$ cat config.mk
export PLATFORM = sky130hd
export DESIGN_NAME = ps2_matrix_kbd
export DESIGN_NICKNAME = d
export VERILOG_FILES = /design/src/rtl/ps2_matrix_pkg.sv /design/src/rtl/ps2_map_ram.sv /design/src/rtl/ps2_matrix_kbd.sv
export SDC_FILE = /design/constraint.sdc
export NUM_CORES = 2
export LEC_CHECK = 0
export BUFFER_PORTS_ARGS = -buffer_cell sky130_fd_sc_hd__buf_2
export CAP_MARGIN = 20
export CORE_MARGIN = 2
export CORE_UTILIZATION = 26
export CTS_BUF_LIST = sky130_fd_sc_hd__clkbuf_16
export DETAILED_ROUTE_END_ITERATION = 10
export PLACE_DENSITY = 0.46
export SYNTH_ARGS = -nofsm -noshare
export SYNTH_HDL_FRONTEND = slang
export SYNTH_SLANG_ARGS = --single-unit
$ cat constraint.sdc
create_clock -name clk_i -period 3.95 [get_ports clk_i]
set_input_delay 0.9875 -clock clk_i [delete_from_list [all_inputs] [get_ports clk_i]]
set_output_delay 0.9875 -clock clk_i [all_outputs]
set_load 0.05 [all_outputs]
$ cat src/rtl/ps2_matrix_pkg.sv
// ps2_matrix_pkg: shared types for the PS/2 to key-matrix converter.
// Holds the map entry layout, FSM states and ps2_key field positions.
package ps2_matrix_pkg;

  typedef struct packed {
    logic       valid;
    logic       lock;
    logic [2:0] row;
    logic [2:0] col;
  } map_entry_t;

  typedef enum logic [1:0] {
    S_IDLE,
    S_LOOKUP,
    S_APPLY
  } state_e;

  localparam int KEY_TOG  = 10;
  localparam int KEY_PRS  = 9;
  localparam int KEY_EXT  = 8;
  localparam int CODE_MSB = 7;

endpackage

$ cat src/rtl/ps2_map_ram.sv
// ps2_map_ram: 512x8 simple dual-port map RAM.
// Ports: a_* synchronous read with enable, b_* write only.
module ps2_map_ram (
  input  logic       clk_i,
  input  logic       a_en_i,
  input  logic [8:0] a_addr_i,
  output logic [7:0] a_data_o,
  input  logic       b_we_i,
  input  logic [8:0] b_addr_i,
  input  logic [7:0] b_data_i
);

  logic [7:0] mem_q [512];

  always_ff @(posedge clk_i) begin
    if (b_we_i) mem_q[b_addr_i] <= b_data_i;
  end

  // Read data holds between lookups so APPLY sees the same entry.
  always_ff @(posedge clk_i) begin
    if (a_en_i) a_data_o <= mem_q[a_addr_i];
  end

endmodule

$ cat src/rtl/ps2_matrix_kbd.sv
// ps2_matrix_kbd: PS/2 key events -> ROWS x COLS key matrix via map RAM.
// In: clk/reset, ps2_key, map write port, ext keys, strobes. Out: col_n, lock, overflow.
module ps2_matrix_kbd
  import ps2_matrix_pkg::*;
#(
  parameter int ROWS        = 8,
  parameter int COLS        = 8,
  parameter int MIN_SCANS   = 2,
  parameter int SYNC_STAGES = 2
) (
  input  logic                 clk_i,
  input  logic                 reset_n_i,
  input  logic [10:0]          ps2_key_i,
  input  logic                 map_we_i,
  input  logic [8:0]           map_addr_i,
  input  logic [7:0]           map_data_i,
  input  logic [ROWS*COLS-1:0] ext_keys_i,
  input  logic                 all_release_i,
  input  logic [ROWS-1:0]      row_strobe_n_i,
  output logic [COLS-1:0]      col_n_o,
  output logic                 lock_state_o,
  output logic                 overflow_o
);

  localparam int NK = ROWS * COLS;

  state_e     state_q;
  logic       init_q, tog_q, pend_q, ovf_q, prs_q;
  logic [9:0] pend_key_q;
  logic       ev, ram_re, apply, ok;
  logic [7:0] ram_rd;
  map_entry_t ent;

  assign ev     = init_q && (ps2_key_i[KEY_TOG] != tog_q);
  assign ram_re = (state_q == S_IDLE) && pend_q;
  assign apply  = (state_q == S_APPLY);
  assign ent    = map_entry_t'(ram_rd);
  assign ok     = ent.valid && (int'(ent.row) < ROWS)
                  && (int'(ent.col) < COLS);

  ps2_map_ram u_ram (
    .clk_i    (clk_i),
    .a_en_i   (ram_re),
    .a_addr_i ({pend_key_q[KEY_EXT], pend_key_q[CODE_MSB:0]}),
    .a_data_o (ram_rd),
    .b_we_i   (map_we_i),
    .b_addr_i (map_addr_i),
    .b_data_i (map_data_i)
  );

  // The tracker follows bit 10 every cycle; events count only after
  // the first post-reset load so reset never looks like a toggle.
  always_ff @(posedge clk_i or negedge reset_n_i) begin
    if (!reset_n_i) begin
      state_q    <= S_IDLE;
      init_q     <= 1'b0;
      tog_q      <= 1'b0;
      pend_q     <= 1'b0;
      pend_key_q <= '0;
      prs_q      <= 1'b0;
      ovf_q      <= 1'b0;
    end else begin
      init_q <= 1'b1;
      tog_q  <= ps2_key_i[KEY_TOG];
      if (ev) begin
        if (!pend_q || ram_re) begin
          pend_q     <= 1'b1;
          pend_key_q <= ps2_key_i[9:0];
        end else begin
          ovf_q <= 1'b1;
        end
      end else if (ram_re) begin
        pend_q <= 1'b0;
      end
      unique case (state_q)
        S_IDLE: begin
          if (pend_q) begin
            prs_q   <= pend_key_q[KEY_PRS];
            state_q <= S_LOOKUP;
          end
        end
        S_LOOKUP: state_q <= S_APPLY;
        S_APPLY:  state_q <= S_IDLE;
        default:  state_q <= S_IDLE;
      endcase
    end
  end

  logic [ROWS-1:0] sync_q [SYNC_STAGES];
  logic [ROWS-1:0] rprev_q, row_s, fall;

  assign row_s = sync_q[SYNC_STAGES-1];
  assign fall  = rprev_q & ~row_s;

  always_ff @(posedge clk_i or negedge reset_n_i) begin
    if (!reset_n_i) begin
      for (int s = 0; s < SYNC_STAGES; s++) sync_q[s] <= '1;
      rprev_q <= '1;
    end else begin
      sync_q[0] <= row_strobe_n_i;
      for (int s = 1; s < SYNC_STAGES; s++) sync_q[s] <= sync_q[s-1];
      rprev_q <= row_s;
    end
  end

  logic [NK-1:0] held_q, held_d;
  logic [NK-1:0] str_q, str_d;
  logic [NK-1:0] lock_q, lock_d;
  logic [1:0]    cnt_q [NK];
  logic [1:0]    cnt_d [NK];
  logic [NK-1:0] eff;
  logic [COLS-1:0] col_d, col_q;

  always_comb begin
    held_d = held_q;
    str_d  = str_q;
    lock_d = lock_q;
    cnt_d  = cnt_q;
    for (int r = 0; r < ROWS; r++) begin
      for (int c = 0; c < COLS; c++) begin
        if (str_q[r*COLS+c] && fall[r]) begin
          if (cnt_q[r*COLS+c] != 2'd3)
            cnt_d[r*COLS+c] = cnt_q[r*COLS+c] + 2'd1;
          if (int'(cnt_q[r*COLS+c]) + 1 >= MIN_SCANS)
            str_d[r*COLS+c] = 1'b0;
        end
        if (apply && ok && ent.row == 3'(r) && ent.col == 3'(c)) begin
          if (ent.lock) begin
            if (prs_q) lock_d[r*COLS+c] = ~lock_q[r*COLS+c];
          end else if (prs_q) begin
            held_d[r*COLS+c] = 1'b1;
            str_d[r*COLS+c]  = (MIN_SCANS != 0);
            cnt_d[r*COLS+c]  = 2'd0;
          end else begin
            held_d[r*COLS+c] = 1'b0;
          end
        end
      end
    end
    if (all_release_i) begin
      held_d = '0;
      str_d  = '0;
      for (int i = 0; i < NK; i++) cnt_d[i] = 2'd0;
    end
  end

  assign eff = held_q | str_q | lock_q | ext_keys_i;

  always_comb begin
    col_d = '1;
    for (int c = 0; c < COLS; c++)
      for (int r = 0; r < ROWS; r++)
        if (eff[r*COLS+c] && !row_s[r]) col_d[c] = 1'b0;
  end

  always_ff @(posedge clk_i or negedge reset_n_i) begin
    if (!reset_n_i) begin
      held_q <= '0;
      str_q  <= '0;
      lock_q <= '0;
      for (int i = 0; i < NK; i++) cnt_q[i] <= 2'd0;
      col_q  <= '1;
    end else begin
      held_q <= held_d;
      str_q  <= str_d;
      lock_q <= lock_d;
      cnt_q  <= cnt_d;
      col_q  <= col_d;
    end
  end

  assign col_n_o      = col_q;
  assign lock_state_o = |lock_q;
  assign overflow_o   = ovf_q;

endmodule

==> impl_metrics.ini <==
[run]
max_cap_viol_count = 0

[route]
met2_length_mm = 279.4
drtPass1Iterations = 8
wirelength_mm = 583.5
wire_per_inst_um = 28.76
via_per_inst = 4.946
final_antenna_net_count = 0
remaining_drc_errors = 0
vias = 100300
dr.max_layer_used = met5
first_iter_violations = 11310
met1Wirelength_mm = 250.8
wl_met3_mm = 36.77

[die]
die_w_um = 829.2
ios = 114
rows = 303
die_h_um = 829.2
initial_core_util = 0.2604
die-area_um2 = 687500
core-area_um2 = 679800

[timing]
slew_headroom = 0.2478
finalHoldViolations = 0
worstMarginPinSlew_ns = 1.118
fin_crit_sh = 0.9924
maxSlewViolCount = 0
finalClockSkew_ns = 0.1137
rsz0062_at_grt = true
finalCriticalPeriod_ns = 3.920
fmax_mhz = 255.1
finalSetupViolCount = 0

[cts]
clk_pin_slew_ns = 0.06
cts_root_buffer = clkbuf_16
cts_tree = built
cts_htree_levels = 5
cts.sinks = 4473
clk_path_buf_depth = 4
clkLatencyLatePin_ns = 1.08
cts_buffers = 457

[layout]
fin_cells = 20290
syn2layout_area_growth_pct = 19.08
drive_gt1_frac = 0.2368
fin_nets = 10990

[placed_design]
gp_congestion = 0.8605
place.detailed.hpwl_mm = 383.6
dpl.cell_count = 19420
port_buffers = 113

[synthesis]
synth_cell_type_count = 84
synth_top_cell_area_share = 0.6961
async_flop_share = 0.08249
synth_ff_type = edfxtp_1
ys_seq_elements = 4473
synth_edf_count = 4104
synth_warnings = 0
syn_area_um2 = 177000
syn-num-nets = 9913
syn_inst = 9809
syn_area_per_cell_um2 = 18.05
synth_area_leaders = edfxtp_1, mux4_2, dfrtp_1
synth_seq_area_share = 0.7485
post-synth-top-area-cell = edfxtp_1

[power_and_ir_drop]
power_mw = 130.8
power.density_nw_per_um2 = 620.6
leakage_nw = 69.98
peakVddDrop_v = 0.0004747

[hold_path]
hp-class = in2reg

[status]
status = completed

[critical_path]
critical_path_class = reg2reg
arrival_ns = 4.77
cp-start-kind = register
cp_data_required_time_ns = 4.80
path_common_cell = buf_4
path_max_fanout = 25
cp_slowest_cell = dfrtp_4
critical_path.cell_chain = nand2b_4 > buf_12 > buf_4 > buf_4 > o221ai_1 > a21oi_1 > nor4_2 > nand2_1 > o21ai_4 > buf_4 > and4_1
end_kind = register
cp_slowest_stage_delay_ns = 0.57

[grt]
grt_max_degree = 141
grt_remaining_overflow = 0
grt_pass1_vias = 101800
antenna_found_initial = 39
grt_first_pass_wirelength_mm = 812.9
grt_usage = 0.1635
worst max-delay path: cells and delay by family, from the launching register on:
kind / cells / cell delay (ns)
flops: 1 / 0.57
buf+inv: 4 / 0.81
compound gates: 3 / 0.95
simple gates: 4 / 1.27
cell families after synthesis:
logic type / count (synthesis) / share of synthesized area
AOI/OAI and AO/OA: 1420 / 0.05197
xor gates and xnor gates: 65 / 0.003216
buffers and inverters: 625 / 0.02144
DFF: 4473 / 0.7485
muxes: 1473 / 0.1290
other: 1 / 0.00002118
and+or+nand+nor: 1752 / 0.04586
layout by cell type (no fill, tap or decap), drive strengths merged, types with 89 or more instances in the layout:
cell type | netlist | final
mux4 | 637 | 637
o22ai | 254 | 254
a31oi | 102 | 102
clkbuf | 316 | 463
o21ai | 246 | 246
nor4 | 173 | 173
a21oi | 350 | 350
nand3 | 89 | 89
inv | 6 | 113
nor2 | 752 | 752
buf | 302 | 1239
nand2 | 357 | 357
clkinv | 1 | 214
mux2i | 783 | 783
o221ai | 263 | 263
nor3 | 164 | 164
edfxtp | 4104 | 4104
dfrtp | 337 | 337
sequential cells by signal (all words and copies together) (netlist names), 10 cells and up:
name,flops
lock_q,64
held_q,64
pend_key_q,10
str_q,64
u_ram.mem_q,4096
cnt_q,128
stage by stage:
stage	setup WS, ns	area (um^2)	hold slack (ns)	setup TNS, ns	util
final	0.02991	210800	0.1063	0	0.3101
after floorplan	1.287	177000	0.3452	0	-
after CTS	0.003057	210700	0.003342	0	0.3100
after global placement	-0.6246	195700	0.3493	-2.026	0.2879
after global routing	-0.007373	210800	0.03862	-0.007373	0.3101
after detailed placement	-0.5015	195700	0.3478	-2.020	0.2879
power breakdown:
part | total, mW | internal [mW] | switching (mW)
registers | 52.7 | 52.0 | 0.688
logic | 35.0 | 13.1 | 21.9
clock network | 43.1 | 24.4 | 18.8
path summary, 6_finish.rpt:
check	cells past startpoint	slack (ns)	startpoint	end
worst min register to register	0	0.35	sync_q[13]	row_s[5]
worst max register to register	11	0.03	pend_key_q[1]	u_ram.a_data_o[3]
min in group asynchronous	2	0.60	reset_n_i	cnt_q[18]
worst max-delay path	11	0.03	pend_key_q[1]	u_ram.a_data_o[3]
worst min-delay path	1	0.11	row_strobe_n_i[6]	sync_q[14]
max in group asynchronous	3	2.24	reset_n_i	cnt_q[115]
routing by layer:
layer,GRT usage,vias to the layer above
li1,-,42070
met5,0,-
met2,0.2725,3812
met4,0.04161,10
met1,0.2252,53650
met3,0.02257,790
cell type report:
| class | count | area, um^2 |
|---|---|---|
| diodes | 11 | 27.53 |
| repair buffers | 1240 | 10990 |
| clock buffers | 463 | 11590 |
| inverters | 7 | 41.29 |
| fillers | 65860 | 468900 |
| flip-flops and latches | 4473 | 132500 |
| multi-input cells | 4711 | 41150 |
| clock inverters | 386 | 3222 |
| well taps | 8997 | 11260 |
cell usage after synthesis, types with 26 or more instances:
master / number
nand4_1: 26
buf_1: 41
buf_6: 102
nor4_1: 173
o21ai_0: 245
and4b_1: 39
buf_2: 75
nor2b_1: 27
and2_1: 34
a22oi_1: 41
nand2_1: 357
mux2_2: 53
nor2_1: 752
o22ai_1: 254
a21oi_1: 350
dfrtp_1: 337
buf_4: 59
o221ai_1: 260
clkbuf_1: 312
xor2_1: 41
nor3_1: 164
mux4_2: 623
a211oi_1: 32
edfxtp_1: 4104
dfstp_2: 32
mux2i_1: 783
nand3_1: 89
a31oi_1: 102
timing repair:
action,in CTS,in global routing
hold buffers,1,0
endpoints found under the setup margin,9,4
setup buffers,4,0
pin swaps,7,2
endpoints found under the hold margin,50,0
gates resized for setup,28,7
Power figures use the tool's default switching activity.
